==> src/rtl/npu_pkg.sv <==
`default_nettype none
// ============================================================================
//  Module      : npu_pkg
//  Description : Shared types and constants for the NPU output-layer blocks:
//                the arg-max sequencer state encoding, default score width,
//                default class count and the signed score type.
//  Revision    : 1.0  initial release
// ============================================================================
package npu_pkg;

    localparam int C_DATA_W    = 16;   // default score width
    localparam int C_N_CLASSES = 10;   // default number of scores scanned
    localparam int C_IDX_W     = 8;    // default address / class index width

    // Signed two's-complement score as it leaves the dense-layer accumulator.
    typedef logic signed [C_DATA_W-1:0] score_t;

    // Arg-max sequencer states.
    typedef enum logic [1:0] {
        ST_IDLE  = 2'd0,
        ST_FETCH = 2'd1,
        ST_DRAIN = 2'd2,
        ST_DONE  = 2'd3
    } state_t;

endpackage : npu_pkg
`default_nettype wire

==> src/rtl/argmax_cmp_stage.sv <==
`default_nettype none
// ============================================================================
//  Module      : argmax_cmp_stage
//  Description : Registered running-maximum tracker. Each valid word is
//                compared against the current best; the first word of a scan
//                loads unconditionally. Ties keep the earlier (lower) index.
//                With ARGMAX_MARGIN_EN defined, a second-best value is also
//                tracked and the best-minus-second margin is provided.
//  Revision    : 1.0  initial release
// ----------------------------------------------------------------------------
//  Ports
//    CLKEXT     in   system clock, rising edge
//    RSTN_CTRL  in   asynchronous active-low reset
//    clear      in   discard tracker state (scan cancelled)
//    valid      in   data/idx carry a returning score this cycle
//    first      in   this word is index 0 of the scan
//    idx        in   index of the returning score
//    data       in   returning score (signed)
//    best_val   out  current best score
//    best_idx   out  index of current best score
//    margin     out  best - second best (ARGMAX_MARGIN_EN only)
//  Build option : ARGMAX_MARGIN_EN
// ============================================================================
module argmax_cmp_stage
    import npu_pkg::*;
#(
    parameter int DATA_W = C_DATA_W,
    parameter int IDX_W  = C_IDX_W
) (
    input  logic                     CLKEXT,
    input  logic                     RSTN_CTRL,
    input  logic                     clear,
    input  logic                     valid,
    input  logic                     first,
    input  logic [IDX_W-1:0]         idx,
    input  logic signed [DATA_W-1:0] data,
    output logic signed [DATA_W-1:0] best_val,
    output logic [IDX_W-1:0]         best_idx
`ifdef ARGMAX_MARGIN_EN
    ,
    output logic signed [DATA_W:0]   margin
`endif
);

    logic signed [DATA_W-1:0] r_best_val;
    logic [IDX_W-1:0]         r_best_idx;
    logic                     w_new_best;

    // Strict greater-than so that an equal later score never displaces the
    // earlier one. The first word bypasses the compare entirely.
    assign w_new_best = valid && (first || (data > r_best_val));

    always_ff @(posedge CLKEXT or negedge RSTN_CTRL) begin
        if (!RSTN_CTRL) begin
            r_best_val <= '0;
            r_best_idx <= '0;
        end else if (clear) begin
            r_best_val <= '0;
            r_best_idx <= '0;
        end else if (w_new_best) begin
            r_best_val <= data;
            r_best_idx <= idx;
        end
    end

    assign best_val = r_best_val;
    assign best_idx = r_best_idx;

`ifdef ARGMAX_MARGIN_EN
    logic signed [DATA_W-1:0] r_second_val;
    logic                     w_is_second;

    // Index 1 is the first word that can seed the second-best slot: either it
    // beats index 0 (old best moves down) or it becomes second-best directly.
    assign w_is_second = (idx == IDX_W'(1));

    always_ff @(posedge CLKEXT or negedge RSTN_CTRL) begin
        if (!RSTN_CTRL) begin
            r_second_val <= '0;
        end else if (clear) begin
            r_second_val <= '0;
        end else if (valid && !first) begin
            if (w_new_best) begin
                r_second_val <= r_best_val;
            end else if (w_is_second || (data > r_second_val)) begin
                r_second_val <= data;
            end
        end
    end

    // Sign-extend both operands by one bit so the difference never overflows.
    assign margin = {r_best_val[DATA_W-1], r_best_val}
                  - {r_second_val[DATA_W-1], r_second_val};
`endif

endmodule : argmax_cmp_stage
`default_nettype wire

==> src/rtl/argmax_sequencer.sv <==
`default_nettype none
// ============================================================================
//  Module      : argmax_sequencer
//  Description : Output-layer arg-max controller. On START it reads
//                N_CLASSES scores from the score buffer (one address per
//                cycle), tracks the running maximum one cycle behind the
//                read address, and reports the winning class index and score
//                with a one-cycle DONE pulse. Results are held until the next
//                DONE or reset; ABORT cancels a scan and keeps the old result.
//  Revision    : 1.0  initial release
// ----------------------------------------------------------------------------
//  Ports
//    CLKEXT       in   system clock, rising edge
//    RSTN_CTRL    in   asynchronous active-low reset
//    START        in   begin a scan (sampled only in IDLE)
//    ABORT        in   cancel an in-progress scan
//    RD_EN        out  score buffer read strobe
//    RD_ADDR      out  score buffer address
//    RD_DATA      in   score, valid one cycle after RD_EN/RD_ADDR
//    BUSY         out  scan in progress (through the DONE cycle)
//    DONE         out  one-cycle pulse, result valid
//    CLASS_IDX    out  index of maximum score
//    CLASS_SCORE  out  maximum score
//    MARGIN       out  best - second best (ARGMAX_MARGIN_EN only)
//  Build option : ARGMAX_MARGIN_EN
// ============================================================================
module argmax_sequencer
    import npu_pkg::*;
#(
    parameter int N_CLASSES = C_N_CLASSES,
    parameter int DATA_W    = C_DATA_W,
    parameter int IDX_W     = C_IDX_W
) (
    input  logic                     CLKEXT,
    input  logic                     RSTN_CTRL,
    input  logic                     START,
    input  logic                     ABORT,
    output logic                     RD_EN,
    output logic [IDX_W-1:0]         RD_ADDR,
    input  logic signed [DATA_W-1:0] RD_DATA,
    output logic                     BUSY,
    output logic                     DONE,
    output logic [IDX_W-1:0]         CLASS_IDX,
    output logic signed [DATA_W-1:0] CLASS_SCORE
`ifdef ARGMAX_MARGIN_EN
    ,
    output logic signed [DATA_W:0]   MARGIN
`endif
);

    localparam logic [IDX_W-1:0] C_LAST_ADDR = IDX_W'(N_CLASSES - 1);

    state_t           r_state;
    state_t           w_state_nxt;
    logic [IDX_W-1:0] r_addr;
    logic             w_abort;
    logic             w_start_ok;

    // Returning-word pipeline: one cycle behind the read request.
    logic             r_vld;
    logic             r_first;
    logic [IDX_W-1:0] r_idx;

    logic signed [DATA_W-1:0] w_best_val;
    logic [IDX_W-1:0]         w_best_idx;
    logic signed [DATA_W-1:0] r_hold_score;
    logic [IDX_W-1:0]         r_hold_idx;

    assign w_abort    = ABORT && (r_state != ST_IDLE);
    assign w_start_ok = START && (r_state == ST_IDLE);

    // ------------------------------------------------------------------ FSM
    always_ff @(posedge CLKEXT or negedge RSTN_CTRL) begin
        if (!RSTN_CTRL) begin
            r_state <= ST_IDLE;
        end else begin
            r_state <= w_state_nxt;
        end
    end

    always_comb begin
        w_state_nxt = r_state;
        case (r_state)
            ST_IDLE:  if (START) w_state_nxt = ST_FETCH;
            ST_FETCH: if (r_addr == C_LAST_ADDR) w_state_nxt = ST_DRAIN;
            ST_DRAIN: w_state_nxt = ST_DONE;
            ST_DONE:  w_state_nxt = ST_IDLE;
            default:  w_state_nxt = ST_IDLE;
        endcase
        // Cancellation wins over every other transition, including START.
        if (w_abort) begin
            w_state_nxt = ST_IDLE;
        end
    end

    // --------------------------------------------------------- address counter
    // Holds at the last address once reached so RD_ADDR stays in range.
    always_ff @(posedge CLKEXT or negedge RSTN_CTRL) begin
        if (!RSTN_CTRL) begin
            r_addr <= '0;
        end else if (w_start_ok) begin
            r_addr <= '0;
        end else if ((r_state == ST_FETCH) && (r_addr != C_LAST_ADDR)) begin
            r_addr <= r_addr + IDX_W'(1);
        end
    end

    assign RD_EN   = (r_state == ST_FETCH);
    assign RD_ADDR = r_addr;
    assign BUSY    = (r_state != ST_IDLE);
    assign DONE    = (r_state == ST_DONE);

    // ------------------------------------------------------ return pipeline
    always_ff @(posedge CLKEXT or negedge RSTN_CTRL) begin
        if (!RSTN_CTRL) begin
            r_vld   <= 1'b0;
            r_first <= 1'b0;
            r_idx   <= '0;
        end else begin
            r_vld   <= RD_EN && !w_abort;
            r_first <= (r_addr == '0);
            r_idx   <= r_addr;
        end
    end

    // --------------------------------------------------------- compare stage
`ifdef ARGMAX_MARGIN_EN
    logic signed [DATA_W:0] w_margin;
    logic signed [DATA_W:0] r_hold_margin;
`endif

    argmax_cmp_stage #(
        .DATA_W (DATA_W),
        .IDX_W  (IDX_W)
    ) u_cmp (
        .CLKEXT    (CLKEXT),
        .RSTN_CTRL (RSTN_CTRL),
        .clear     (w_abort),
        .valid     (r_vld),
        .first     (r_first),
        .idx       (r_idx),
        .data      (RD_DATA),
        .best_val  (w_best_val),
        .best_idx  (w_best_idx)
`ifdef ARGMAX_MARGIN_EN
        ,
        .margin    (w_margin)
`endif
    );

    // ------------------------------------------------------- result holding
    // The tracker already holds the final result during the DONE cycle, so it
    // is shown directly then and copied into the hold registers at the end of
    // that cycle. Outside DONE the held copy is shown, which is why an
    // aborted scan never disturbs the previous result.
    always_ff @(posedge CLKEXT or negedge RSTN_CTRL) begin
        if (!RSTN_CTRL) begin
            r_hold_idx   <= '0;
            r_hold_score <= '0;
        end else if (r_state == ST_DONE) begin
            r_hold_idx   <= w_best_idx;
            r_hold_score <= w_best_val;
        end
    end

    assign CLASS_IDX   = (r_state == ST_DONE) ? w_best_idx : r_hold_idx;
    assign CLASS_SCORE = (r_state == ST_DONE) ? w_best_val : r_hold_score;

`ifdef ARGMAX_MARGIN_EN
    always_ff @(posedge CLKEXT or negedge RSTN_CTRL) begin
        if (!RSTN_CTRL) begin
            r_hold_margin <= '0;
        end else if (r_state == ST_DONE) begin
            r_hold_margin <= w_margin;
        end
    end

    assign MARGIN = (r_state == ST_DONE) ? w_margin : r_hold_margin;
`endif

endmodule : argmax_sequencer
`default_nettype wire

==> config.mk <==
export PLATFORM = sky130hd
export DESIGN_NAME = argmax_sequencer
export DESIGN_NICKNAME = d
export VERILOG_FILES = /design/src/rtl/npu_pkg.sv /design/src/rtl/argmax_cmp_stage.sv /design/src/rtl/argmax_sequencer.sv
export SDC_FILE = /design/constraint.sdc
export NUM_CORES = 1
export LEC_CHECK = 0
export ABC_CLOCK_PERIOD_IN_PS = 5000
export CORE_UTILIZATION = 45
export CTS_CLUSTER_DIAMETER = 80
export DETAILED_ROUTE_END_ITERATION = 8
export GPL_ROUTABILITY_DRIVEN = 0
export GPL_TIMING_DRIVEN = 0
export MAX_ROUTING_LAYER = met4
export PLACE_DENSITY = 0.69
export SETUP_SLACK_MARGIN = 0.05
export SYNTH_ARGS = -nofsm -noshare
export SYNTH_HDL_FRONTEND = slang
export SYNTH_SLANG_ARGS = --single-unit
==> constraint.sdc <==
create_clock -name CLKEXT -period 5 [get_ports CLKEXT]
set_clock_uncertainty 0.1 [all_clocks]
set_input_delay 1 -clock CLKEXT [delete_from_list [all_inputs] [get_ports CLKEXT]]
set_output_delay 1 -clock CLKEXT [all_outputs]
set_load 0.01 [all_outputs]
# ---- After elaboration in Yosys (flattened, before gate mapping)
# Index checks and enable logic that the tools add are counted.
dict set report totals {
  register_bits 68
  inputBits 20
  output_inout_bits 35
  wordCells 43
}
dict set report classes {
  addsub 1
  magnitude_cmp 1
  n_eq_ne 7
  muxes 12
  reduce_logical 13
}
# op n
set ops {}
lappend ops {{$mux 16} 3}
lappend ops {{$mux 8} 5}
lappend ops {{$gt 16x16->1} 1}
lappend ops {{$add 8x1->8 const B} 1}
lappend ops {{$eq 8x4->1 const B} 1}
lappend ops {{$logic_not 8->1} 1}
lappend ops {{$ne 8x4->1 const B} 1}
lappend ops {{$pmux 2 s4} 1}
lappend ops {{$mux 2} 3}
lappend ops {{$reduce_bool 2->1} 3}
lappend ops {{$logic_and 1x1->1} 5}
lappend ops {{$eq 2x2->1 const B} 2}
lappend ops {{$ne 3x1->1 const B} 1}
lappend ops {{$ne 3x3->1 const B} 1}
lappend ops {{$eq 2x1->1 const B} 1}
lappend ops {{$logic_not 2->1} 1}
lappend ops {{$reduce_and 2->1} 1}
lappend ops {{$logic_not 1->1} 1}
lappend ops {{$logic_or 1x1->1} 1}

# ---- Logic depth before layout (Yosys ltp)
# Gate-level depths: netlist of the first run.
dict set report depth {
  word_depth 5
  ltp_mapped 9
  mapped_depth_nobuf 8
}

# ---- Modules after synthesis
# Synthesis of the first run repeated with hierarchy kept, for this count alone.
dict set report hier_totals {
  hier_cells 292
  area_unflattened_um2 3425.8
}
# mod instances cells_per_inst area_each_um2 seq_area_each_um2
set by_module_without_submodules {}
lappend by_module_without_submodules {argmax_sequencer 1 126 1786.7 1101.1}
lappend by_module_without_submodules {argmax_cmp_stage 1 166 1639.1 600.6}

# ---- Least setup slack after synthesis of the first run
# No wires, ideal clock.
dict set report synth_path {
  path_kind {in2reg}
  from {input RD_DATA[15]}
  to {register u_cmp.r_best_idx[0] (netlist: u_cmp.best_idx[0])}
  setup_ns 0.126
  t_arrival_ns 2.614
  t_required_ns 4.774
  setup_slack_ns 2.160
  cell_stages 8
  path_buffers 1
  path_cell_list {ha_1 > nand4_4 > nor4_4 > a211oi_2 > a221o_1 > buf_6 > nand3_1 > a21boi_1}
}
dict set report synth_via {
  elab_chain_len 4
}
# item line_no
set synth_rtl {}
lappend synth_rtl {{start, declared} argmax_sequencer.sv:40} ;# input logic signed [DATA_W-1:0] RD_DATA,
lappend synth_rtl {{$gt 16x16->1} argmax_cmp_stage.sv:51} ;# assign w_new_best = valid && (first || (data > r_best_val));
lappend synth_rtl {{$logic_or 1x1->1} argmax_cmp_stage.sv:51}
lappend synth_rtl {{$logic_and 1x1->1} argmax_cmp_stage.sv:51}
lappend synth_rtl {{$reduce_bool 2->1 (no source line)} -}
lappend synth_rtl {{end signal, assigned} argmax_cmp_stage.sv:62} ;# r_best_idx <= idx;
lappend synth_rtl {{end, declared} argmax_cmp_stage.sv:46} ;# logic [IDX_W-1:0] r_best_idx;
# No other way between the ends.
# A chain may end at the register's enable or synchronous reset.

# ---- Final worst setup path of the first run
dict set report layout_path {
  from {register r_state[1]}
  to {output CLASS_IDX[4]}
}
dict set report layout_via {
  elab_chain_len 2
}
# item line_no
set layout_rtl {}
lappend layout_rtl {{start, declared} argmax_sequencer.sv:53} ;# state_t r_state;
lappend layout_rtl {{start signal, assigned} argmax_sequencer.sv:77} ;# r_state <= w_state_nxt;
lappend layout_rtl {{$eq 2x2->1} argmax_sequencer.sv:166} ;# assign CLASS_IDX = (r_state == ST_DONE) ? w_best_idx : r_hold_idx;
lappend layout_rtl {{$mux 8} argmax_sequencer.sv:166}
lappend layout_rtl {{end, declared} argmax_sequencer.sv:43} ;# output logic [IDX_W-1:0] CLASS_IDX,
# No other way between the ends.

==> flow_summary.toml, run 1 <==
[sta]
setup_violations = 0
worst_pin_slew_ns = 0.832
min_period_ns = 3.86
finalCritPeriodShare_pct = 77.1
hold_violations = 0
slew_headroom_pct = 44.6
slew_violations = 0
grt_setup_unrepaired = "false"
fmax_mhz = 259
fin_setup_tns_ns = 0

[job]
cap_violations = 0

[synthesis]
ys_ff_latch = 68
synth.avg_cell_area_um2 = 11.1
syn_inst = 303
yosys_warnings = 0
synth.distinct_cells = 39
ys_top_cells_by_area = "dfrtp_1, ha_1, mux2_2"
synth.cell_area_um2 = 3360
syn-num-nets = 347
yosysTopAreaCell = "dfrtp_1"
yosysSeqAreaShare_pct = 50.6
netlist.area_leader.share_pct = 50.6

[power_and_ir_drop]
ir_drop_mv = 0.305
powerDensity_nw_per_um2 = 585
power.leakage_nw = 1.91
total_power_mw = 2.49

[route]
drc = 0
drtPass1Iterations = 4
vias = 2497
ant_nets = 0
vias_per_cell = 5.30
drtIter0Drc = 150
wl_per_cell_um = 14.5
routed_wl_um = 6840

[finish]
fin_nets = 412
syn_to_final_growth_pct = 26.8
diodes = 0
nFillCells = 614
multi_input_area_um2 = 1490
drive_above_1_share_pct = 14.2
seqCellArea_um2 = 1700

[status]
outcome = "finished clean"

[die]
floorplan.initialDensity_pct = 46.3
core_um2 = 7250
io_pins = 55
die_area_um2 = 7820
die_w_um = 88.4
die_h_um = 88.4
rows = 31

[global_routing]
grt_pass1_vias = 2393
overflow = 0
grt_pass1_wl_um = 11200
antenna_found_initial = 0
grt_max_degree = 69
grt_usage_pct = 19.7

[clock_tree]
cts_tree = "built"
postCtsHoldBufs = 0
htree_levels = 3
clock_latency_ns = 0.34
cts_buffers = 9
cts_root_buf = "clkbuf_8"
cts_setup_buffers = 0
path_clk_slew_ns = 0.08
ctsResizeCount = 0
ctsLongestPathBuffers = 2
clock-sinks = 68

[worst_setup_path]
cp-start-kind = "register"
ff2ff_path_depth = 9
cp-startpoint = "r_state[1]"
worstSetupPathType = "reg -> out"
timing.rr.end = "u_cmp.best_val[8]"
r2r_slack_ns = 2.50
crit_arrival_ns = 2.76
path_max_fanout = 10
cp_data_required_time_ns = 3.90
end_kind = "output port"
timing.rr.start = "u_cmp.best_val[15]"

[placement]
place.port_buffers = 54
dp_hpwl_um = 4800

[min_path]
min_from = "RD_ADDR[3]"
hold_end = "r_idx[3]"
hold_class = "reg -> reg"
min_delay_path_depth = 0
==> synth_stat cells, drive strengths merged <==
library cell,instances
dfrtp,68
o21ai,28
a21boi,25
ha,24
inv,24
mux2,24
nand3,24
a21oi,12
nand2,12
nor2,12
buf,9
nand4,7
clkbuf,6
xor2,4
a211oi,2
a21o,2
and2,2
nor3,2
or3,2
a211o,1
a221o,1
a221oi,1
a41oi,1
and3,1
and4,1
nand2b,1
nor3b,1
nor4,1
o2111ai,1
o21bai,1
o221ai,1
or2b,1
xnor2,1
==> sequential cells by signal (all words and copies together) (netlist names) <==
name            count
r_first             1
r_hold_idx          8
r_state             2
u_cmp.best_val     16
RD_ADDR             8
r_idx               8
u_cmp.best_idx      8
r_hold_score       16
r_vld               1
==> final cells by class <==
class                   count  share of cell area [%]
plain buffers              15                    1.97
clock buffers               9                    2.91
clock inverters             6                    2.67
inverters                  24                    2.11
multi-input cells         196                    34.9
flip-flops and latches     68                    39.9
well taps                  99                    2.91
repair buffers             54                    12.6
==> worst max path at each step <==
| stage | end | slack, ns |
|---|---|---|
| floorplan | u_cmp.best_idx[0] | 2.16 |
| global placement | RD_ADDR[5] | 0.58 |
| detailed placement | u_cmp.best_idx[5] | 1.47 |
| CTS | CLASS_IDX[4] | 1.09 |
| global route | CLASS_SCORE[3] | 0.98 |
| finish | CLASS_IDX[4] | 1.14 |
==> per-layer routing <==
metal,vias to the layer above,GRT usage [%],routed length (µm)
met5,-,-,0
met4,0,7.92,104
met1,1239,26.7,3360
met3,9,4.10,275
li1,1195,-,-
met2,54,28.8,3110
==> logic make-up after synthesis <==
kind of cell / Yosys count / synth area share, %
AOI/OAI and AO/OA: 76 / 15.2
DFF: 68 / 50.6
and+or+nand+nor: 67 / 10.8
buffers and inverters: 39 / 5.17
muxes: 24 / 8.04
adders and majority gates: 24 / 8.94
xor gates and xnor gates: 5 / 1.30
==> critical path, stage by stage, from the launching register on <==
cell and delay [ns]:
dfrtp_1 0.40, ha_1 0.22, clkbuf_1 0.31, clkbuf_1 0.57
mux2_2 0.43, clkdlybuf4s50_1 0.49
==> where the power goes <==
group          leakage, nW  switching (mW)  internal, mW  total, mW
combinational        0.886           0.585         0.536       1.12
sequential           0.910           0.108         0.725      0.833
clock                0.112           0.208         0.329      0.537
==> per-stage QoR <==
stage          utilization, %  cell area (µm²)  hold WS, ns  setup slack, ns  instances
2_1_floorplan               -             3360        0.333             2.16        303
3_3_place_gp             55.5             4030        0.287            0.579        456
3_5_place_dp             55.5             4020        0.307             1.47        456
4_1_cts                  58.7             4260        0.324             1.09        471
5_1_grt                  58.7             4260        0.340            0.979        471
6_report                 58.7             4260        0.327             1.14        471
==> cell usage in the layout, fill, tap and decap left out, types with 2 or more instances in the layout <==
cell / count
clkbuf_8: 9
a21o_1: 2
nand3_1: 24
a21boi_0: 5
nor2_1: 12
a21oi_1: 12
xor2_1: 4
clkinvlp_4: 2
nor3_1: 2
buf_6: 2
nand4_1: 6
nand2_1: 12
and2_1: 2
a21boi_1: 20
inv_1: 24
clkbuf_1: 6
buf_4: 3
ha_1: 24
buf_2: 4
o21ai_0: 28
or3_1: 2
dfrtp_1: 68
clkdlybuf4s50_1: 53
mux2_2: 24
bufinv_16: 3
Power figures use the tool's default switching activity.
==> inputs of run 2 (changes only) <==
--- a/config.mk
+++ b/config.mk
@@ -5,7 +5,7 @@
 export SDC_FILE = /design/constraint.sdc
 export NUM_CORES = 1
 export LEC_CHECK = 0
-export ABC_CLOCK_PERIOD_IN_PS = 5000
+export ABC_CLOCK_PERIOD_IN_PS = 3730
 export CORE_UTILIZATION = 45
 export CTS_CLUSTER_DIAMETER = 80
 export DETAILED_ROUTE_END_ITERATION = 8
==> constraint.sdc (replaced) <==
create_clock -name CLKEXT -period 3.73 [get_ports CLKEXT]
set_clock_uncertainty 0.1 [all_clocks]
set_input_delay 0.746 -clock CLKEXT [delete_from_list [all_inputs] [get_ports CLKEXT]]
set_output_delay 0.746 -clock CLKEXT [all_outputs]
set_load 0.01 [all_outputs]
==> run 2 against run 1 <==
Net effect: non-clock buffer count did not move; worst setup slack got worse by 0.80 ns; sequential cell count did not move; critical path depth did not move; count of clock-buffer cells in the layout did not move; sequential power rose by 34%; total power rose by 34%; clock power rose by 34%; global-route usage did not move; combinational power rose by 34%; sequential share of layout area barely moved; critical path type unchanged; largest cell class unchanged; largest power group unchanged.
==> flow_summary.toml, run 2 (synthesis gave the netlist of run 1 again) <==
[power_and_ir_drop]
p_seq_share_pct = 33.4
p_sw_share_pct = 36.2
switchingPower_mw = 1.21
ir_drop_mv = 0.410
total_power_mw = 3.34
intPower_mw = 2.13
p_comb_share_pct = 45.0
powerDensity_nw_per_um2 = 784
p_clk_share_pct = 21.6
power.leakage_nw = 1.91

[clock_tree]
cts_tree = "built"
ctsLongestPathBuffers = 2
htree_levels = 3
cts_root_buf = "clkbuf_8"
cts_buffers = 9
clock-sinks = 68
cts_setup_buffers = 0
clock_latency_ns = 0.34
path_clk_slew_ns = 0.08

[status]
outcome = "finished clean"

[die]
core_um2 = 7250
die_area_um2 = 7820
die_w_um = 88.4
die_h_um = 88.4
floorplan.initialDensity_pct = 46.3
rows = 31
io_pins = 55

[global_routing]
use_met1_pct = 26.7
grt_pass1_vias = 2393
antenna_found_initial = 0
grt_usage_pct = 19.7
gr-max-usage-layer = "met2"
grt_pass1_wl_um = 11200
use_met2_pct = 28.8
overflow = 0
grt_max_degree = 69
use_met3_pct = 4.10

[worst_setup_path]
slowest_stage = "clkdlybuf4s50_1"
cp_data_required_time_ns = 2.88
worstSetupPathType = "reg -> out"
cp-start-kind = "register"
end_kind = "output port"
crit_arrival_ns = 2.54
crit_chain = "ha_1 > clkbuf_1 > clkbuf_2 > mux2_2 > clkdlybuf4s50_1"
path_max_fanout = 10
cp_slowest_stage_delay_ns = 0.49

[route]
drtIter0Drc = 101
routed_wl_um = 6850
wl_per_cell_um = 14.5
ant_nets = 0
vias = 2478
drc = 0
vias_per_cell = 5.26
drtPass1Iterations = 7

[finish]
final_common_cell = "dfrtp_1"
fin_cells = 471
nFillCells = 616
diodes = 0
drive_above_1_share_pct = 14.8
fin_nets = 412
final_cell_mix = "dfrtp_1, clkdlybuf4s50_1, o21ai_0"
syn_to_final_growth_pct = 26.8

[placement]
placed_cells = 456
dp_hpwl_um = 4800
place.port_buffers = 54

[sta]
hold_slack_ns = 0.331
worst_pin_slew_ns = 0.839
grt_setup_unrepaired = "false"
hold_violations = 0
slew_violations = 0
setup_violations = 0
min_period_ns = 3.38
fmax_mhz = 296
slew_headroom_pct = 44.1
finalCritPeriodShare_pct = 90.7

[job]
cap_violations = 0

[min_path]
hold_class = "reg -> reg"
-- run 2: final cells by class --
type                    count  area, µm²  share of cell area [%]
clock inverters             6        114                    2.67
repair buffers             54        538                    12.6
multi-input cells         196       1490                    34.8
plain buffers              15       86.3                    2.03
inverters                  24       90.1                    2.11
well taps                  99        124                    2.91
clock buffers               9        124                    2.91
flip-flops and latches     68       1700                    39.9
-- run 2: worst max-delay path, delay by kind of cell (launching register included) --
family | cells | cell delay, ns
buf+inv | 3 | 1.19
flops | 1 | 0.40
mux | 1 | 0.40
fa+ha+maj | 1 | 0.22
-- run 2: power by group through the flow --
stage	combinational (mW)	clock, mW	sequential, mW
after floorplan	0.987	0	1.08
after CTS	1.52	0.734	1.12
after global placement	1.47	0	1.12
final	1.50	0.721	1.12
after global routing	1.67	0.760	1.14
after detailed placement	1.50	0	1.13
-- run 2: stage by stage --
| step | cell area [µm²] | utilization (%) | setup slack, ns | TNS, ns |
|---|---|---|---|---|
| 5_1_grt | 4260 | 58.8 | 0.225 | 0 |
| 3_5_place_dp | 4020 | 55.5 | 0.456 | 0 |
| 6_report | 4260 | 58.8 | 0.347 | 0 |
| 2_1_floorplan | 3360 | - | 1.14 | 0 |
| 4_1_cts | 4260 | 58.7 | 0.0763 | 0 |
| 3_3_place_gp | 4030 | 55.5 | -0.437 | -29.37 |
-- run 2: per-layer routing --
| layer | part of all wire, % | vias up | wire length, µm |
|---|---|---|---|
| li1 | - | 1198 | - |
| met1 | 49 | 1217 | 3370 |
| met2 | 45 | 54 | 3060 |
| met3 | 4.3 | 9 | 297 |
| met4 | 1.8 | 0 | 122 |
| met5 | 0 | - | 0 |
-- run 2: worst paths after layout --
| path | cells after the start | from | end | slack [ns] |
|---|---|---|---|---|
| max | 5 | r_state[1] | CLASS_IDX[4] | 0.35 |
| min reg2reg | 0 | RD_ADDR[3] | r_idx[3] | 0.33 |
| max in group asynchronous | 1 | RSTN_CTRL | r_state[1] | 2.58 |
| min | 0 | RD_ADDR[3] | r_idx[3] | 0.33 |
| min in group asynchronous | 1 | RSTN_CTRL | r_hold_score[9] | 0.40 |
| max reg2reg | 9 | u_cmp.best_val[15] | u_cmp.best_val[8] | 1.24 |
-- run 2: repair_timing --
action,4_1_cts,5_1_grt
hold buffers,0,0
endpoints found under the setup margin,0,16
gates resized for setup,0,4
==> inputs of run 3 (changes only) <==
--- a/config.mk
+++ b/config.mk
@@ -6,13 +6,13 @@
 export NUM_CORES = 1
 export LEC_CHECK = 0
 export ABC_CLOCK_PERIOD_IN_PS = 3730
-export CORE_UTILIZATION = 45
+export CORE_UTILIZATION = 53
 export CTS_CLUSTER_DIAMETER = 80
 export DETAILED_ROUTE_END_ITERATION = 8
 export GPL_ROUTABILITY_DRIVEN = 0
 export GPL_TIMING_DRIVEN = 0
 export MAX_ROUTING_LAYER = met4
-export PLACE_DENSITY = 0.69
+export PLACE_DENSITY = 0.79
 export SETUP_SLACK_MARGIN = 0.05
 export SYNTH_ARGS = -nofsm -noshare
 export SYNTH_HDL_FRONTEND = slang
==> run 3 against run 2 <==
Net effect: final cell count shrank 4.9%; count of clock-buffer cells in the layout grew 2; global-route usage grew 5.4 points; design area shrank 1.2%; critical path type unchanged; critical endpoint is now CLASS_SCORE[0].
==> flow_summary.toml, run 3 (synthesis gave the netlist of run 1 again) <==
[die]
io_pins = 55
core_um2 = 6030
die_w_um = 81.6
floorplan.initialDensity_pct = 55.8
die_area_um2 = 6660
rows = 28
die_h_um = 81.6

[route]
ant_nets = 0
vias_per_cell = 5.59
routed_wl_um = 7230
drc = 0
drtIter0Drc = 181
wl_per_cell_um = 16.1
vias = 2505
drtPass1Iterations = 4

[global_routing]
grt_usage_pct = 25.1
antenna_found_initial = 0
grt_max_degree = 69
grt_pass1_wl_um = 11900
overflow = 0
grt_pass1_vias = 2567

[power_and_ir_drop]
ir_drop_mv = 0.462
powerDensity_nw_per_um2 = 787
intPower_mw = 2.09
p_clk_share_pct = 20.1
p_comb_share_pct = 46.2
p_seq_share_pct = 33.7
p_sw_share_pct = 37.0
switchingPower_mw = 1.23
power.leakage_nw = 1.92

[min_path]
hold_class = "reg -> reg"
min_from = "RD_ADDR[3]"
hold_end = "r_idx[3]"
min_delay_path_depth = 0

[finish]
fin_nets = 412
final_common_cell = "dfrtp_1"
diodes = 0
fin_area_um2 = 4210
syn_to_final_growth_pct = 25.3
final_cell_mix = "dfrtp_1, clkdlybuf4s50_1, o21ai_0"
nFillCells = 479
drive_above_1_share_pct = 14.7

[sta]
slew_violations = 0
grt_setup_unrepaired = "false"
hold_violations = 0
fmax_mhz = 293
setup_violations = 0
finalCritPeriodShare_pct = 91.4
min_period_ns = 3.41
finalWorstSetupSlack_ns = 0.322
worst_pin_slew_ns = 0.846
slew_headroom_pct = 43.6

[worst_setup_path]
crit_arrival_ns = 2.56
path_max_fanout = 10
cp_data_required_time_ns = 2.88
end_kind = "output port"
r2r_slack_ns = 1.25
cp-start-kind = "register"
timing.rr.start = "u_cmp.best_val[15]"
ff2ff_path_depth = 9
worstSetupPathType = "reg -> out"
timing.rr.end = "u_cmp.best_idx[0]"

[clock_tree]
cts_tree = "built"
ctsLongestPathBuffers = 2
cts_root_buf = "clkbuf_8"
cts_buffers = 9
clock-sinks = 68
clock_latency_ns = 0.35
path_clk_slew_ns = 0.07
htree_levels = 3
postCtsHoldBufs = 0

[placement]
place.port_buffers = 54
place_ws_ns = 0.452
place_area_um2 = 3990
dp_hpwl_um = 4990

[status]
outcome = "finished clean"

[job]
cap_violations = 0
-- run 3: cell count changes in the layout (fill, tap and decap cells not counted), sizes merged --
| cell | previous run | this run |
|---|---|---|
| bufinv | 3 | 2 |
| clkbuf | 15 | 17 |
| clkinv | 1 | 3 |
| clkinvlp | 2 | 0 |
-- run 3: repair_timing --
| item | in CTS | in global routing |
|---|---|---|
| setup buffers | 0 | 0 |
| endpoints found under the setup margin | 0 | 20 |
| hold endpoints to repair | 0 | 0 |
| gates resized for setup | 0 | 4 |
-- run 3: cell type report --
type / instances / area, µm² / share of cell area (%)
Sequential cell: 68 / 1700 / 40.4
Clock buffer: 11 / 141 / 3.36
Buffer: 15 / 86.3 / 2.05
Tap cell: 75 / 93.8 / 2.23
Multi-Input combinational cell: 196 / 1490 / 35.3
Timing Repair Buffer: 54 / 538 / 12.8
Inverter: 24 / 90.1 / 2.14
Clock inverter: 5 / 75.1 / 1.78
-- run 3: how the worst max path moves through the flow --
stage / from / to / slack (ns) / cells after the start
after floorplan: RD_DATA[15] / u_cmp.best_idx[0] / 1.14 / 8
after global placement: RSTN_CTRL / r_hold_idx[3] / -0.44 / 1
after detailed placement: RD_DATA[15] / u_cmp.best_idx[3] / 0.45 / 9
after CTS: r_state[1] / CLASS_SCORE[6] / 0.07 / 5
after global routing: r_state[1] / CLASS_SCORE[0] / 0.23 / 5
final: r_state[1] / CLASS_SCORE[0] / 0.32 / 5
-- run 3: per-stage QoR --
step	total power, mW	setup TNS (ns)	std cells	util [%]	hold WS, ns
2_1_floorplan	2.07	0	303	-	0.333
3_3_place_gp	2.59	-29.31	432	66.3	0.293
3_5_place_dp	2.64	0	432	66.3	0.292
4_1_cts	3.33	0	448	69.9	0.310
5_1_grt	3.55	0	448	69.9	0.327
6_report	3.32	0	448	69.9	0.315
-- run 3: power by group through the flow --
stage               Combinational [mW]  Sequential, mW  Clock [mW]
floorplan                        0.987            1.08           0
global placement                  1.47            1.12           0
detailed placement                1.51            1.13           0
CTS                               1.53            1.12       0.677
global route                      1.69            1.15       0.710
finish                            1.53            1.12       0.666
-- run 3: worst max-delay path: stages, from the launching register on --
cell and delay [ns]:
dfrtp_1 0.41, ha_1 0.22, clkbuf_1 0.34, clkbuf_2 0.37, mux2_2 0.39, clkdlybuf4s50_1 0.48
-- run 3: metal layers --
metal / wire length (µm) / track usage [%] / vias to the layer above
met2: 3570 / 39.2 / 60
met1: 3200 / 31.0 / 1231
met4: 145 / 9.47 / 0
li1: - / - / 1200
met5: 0 / - / -
met3: 313 / 7.11 / 14
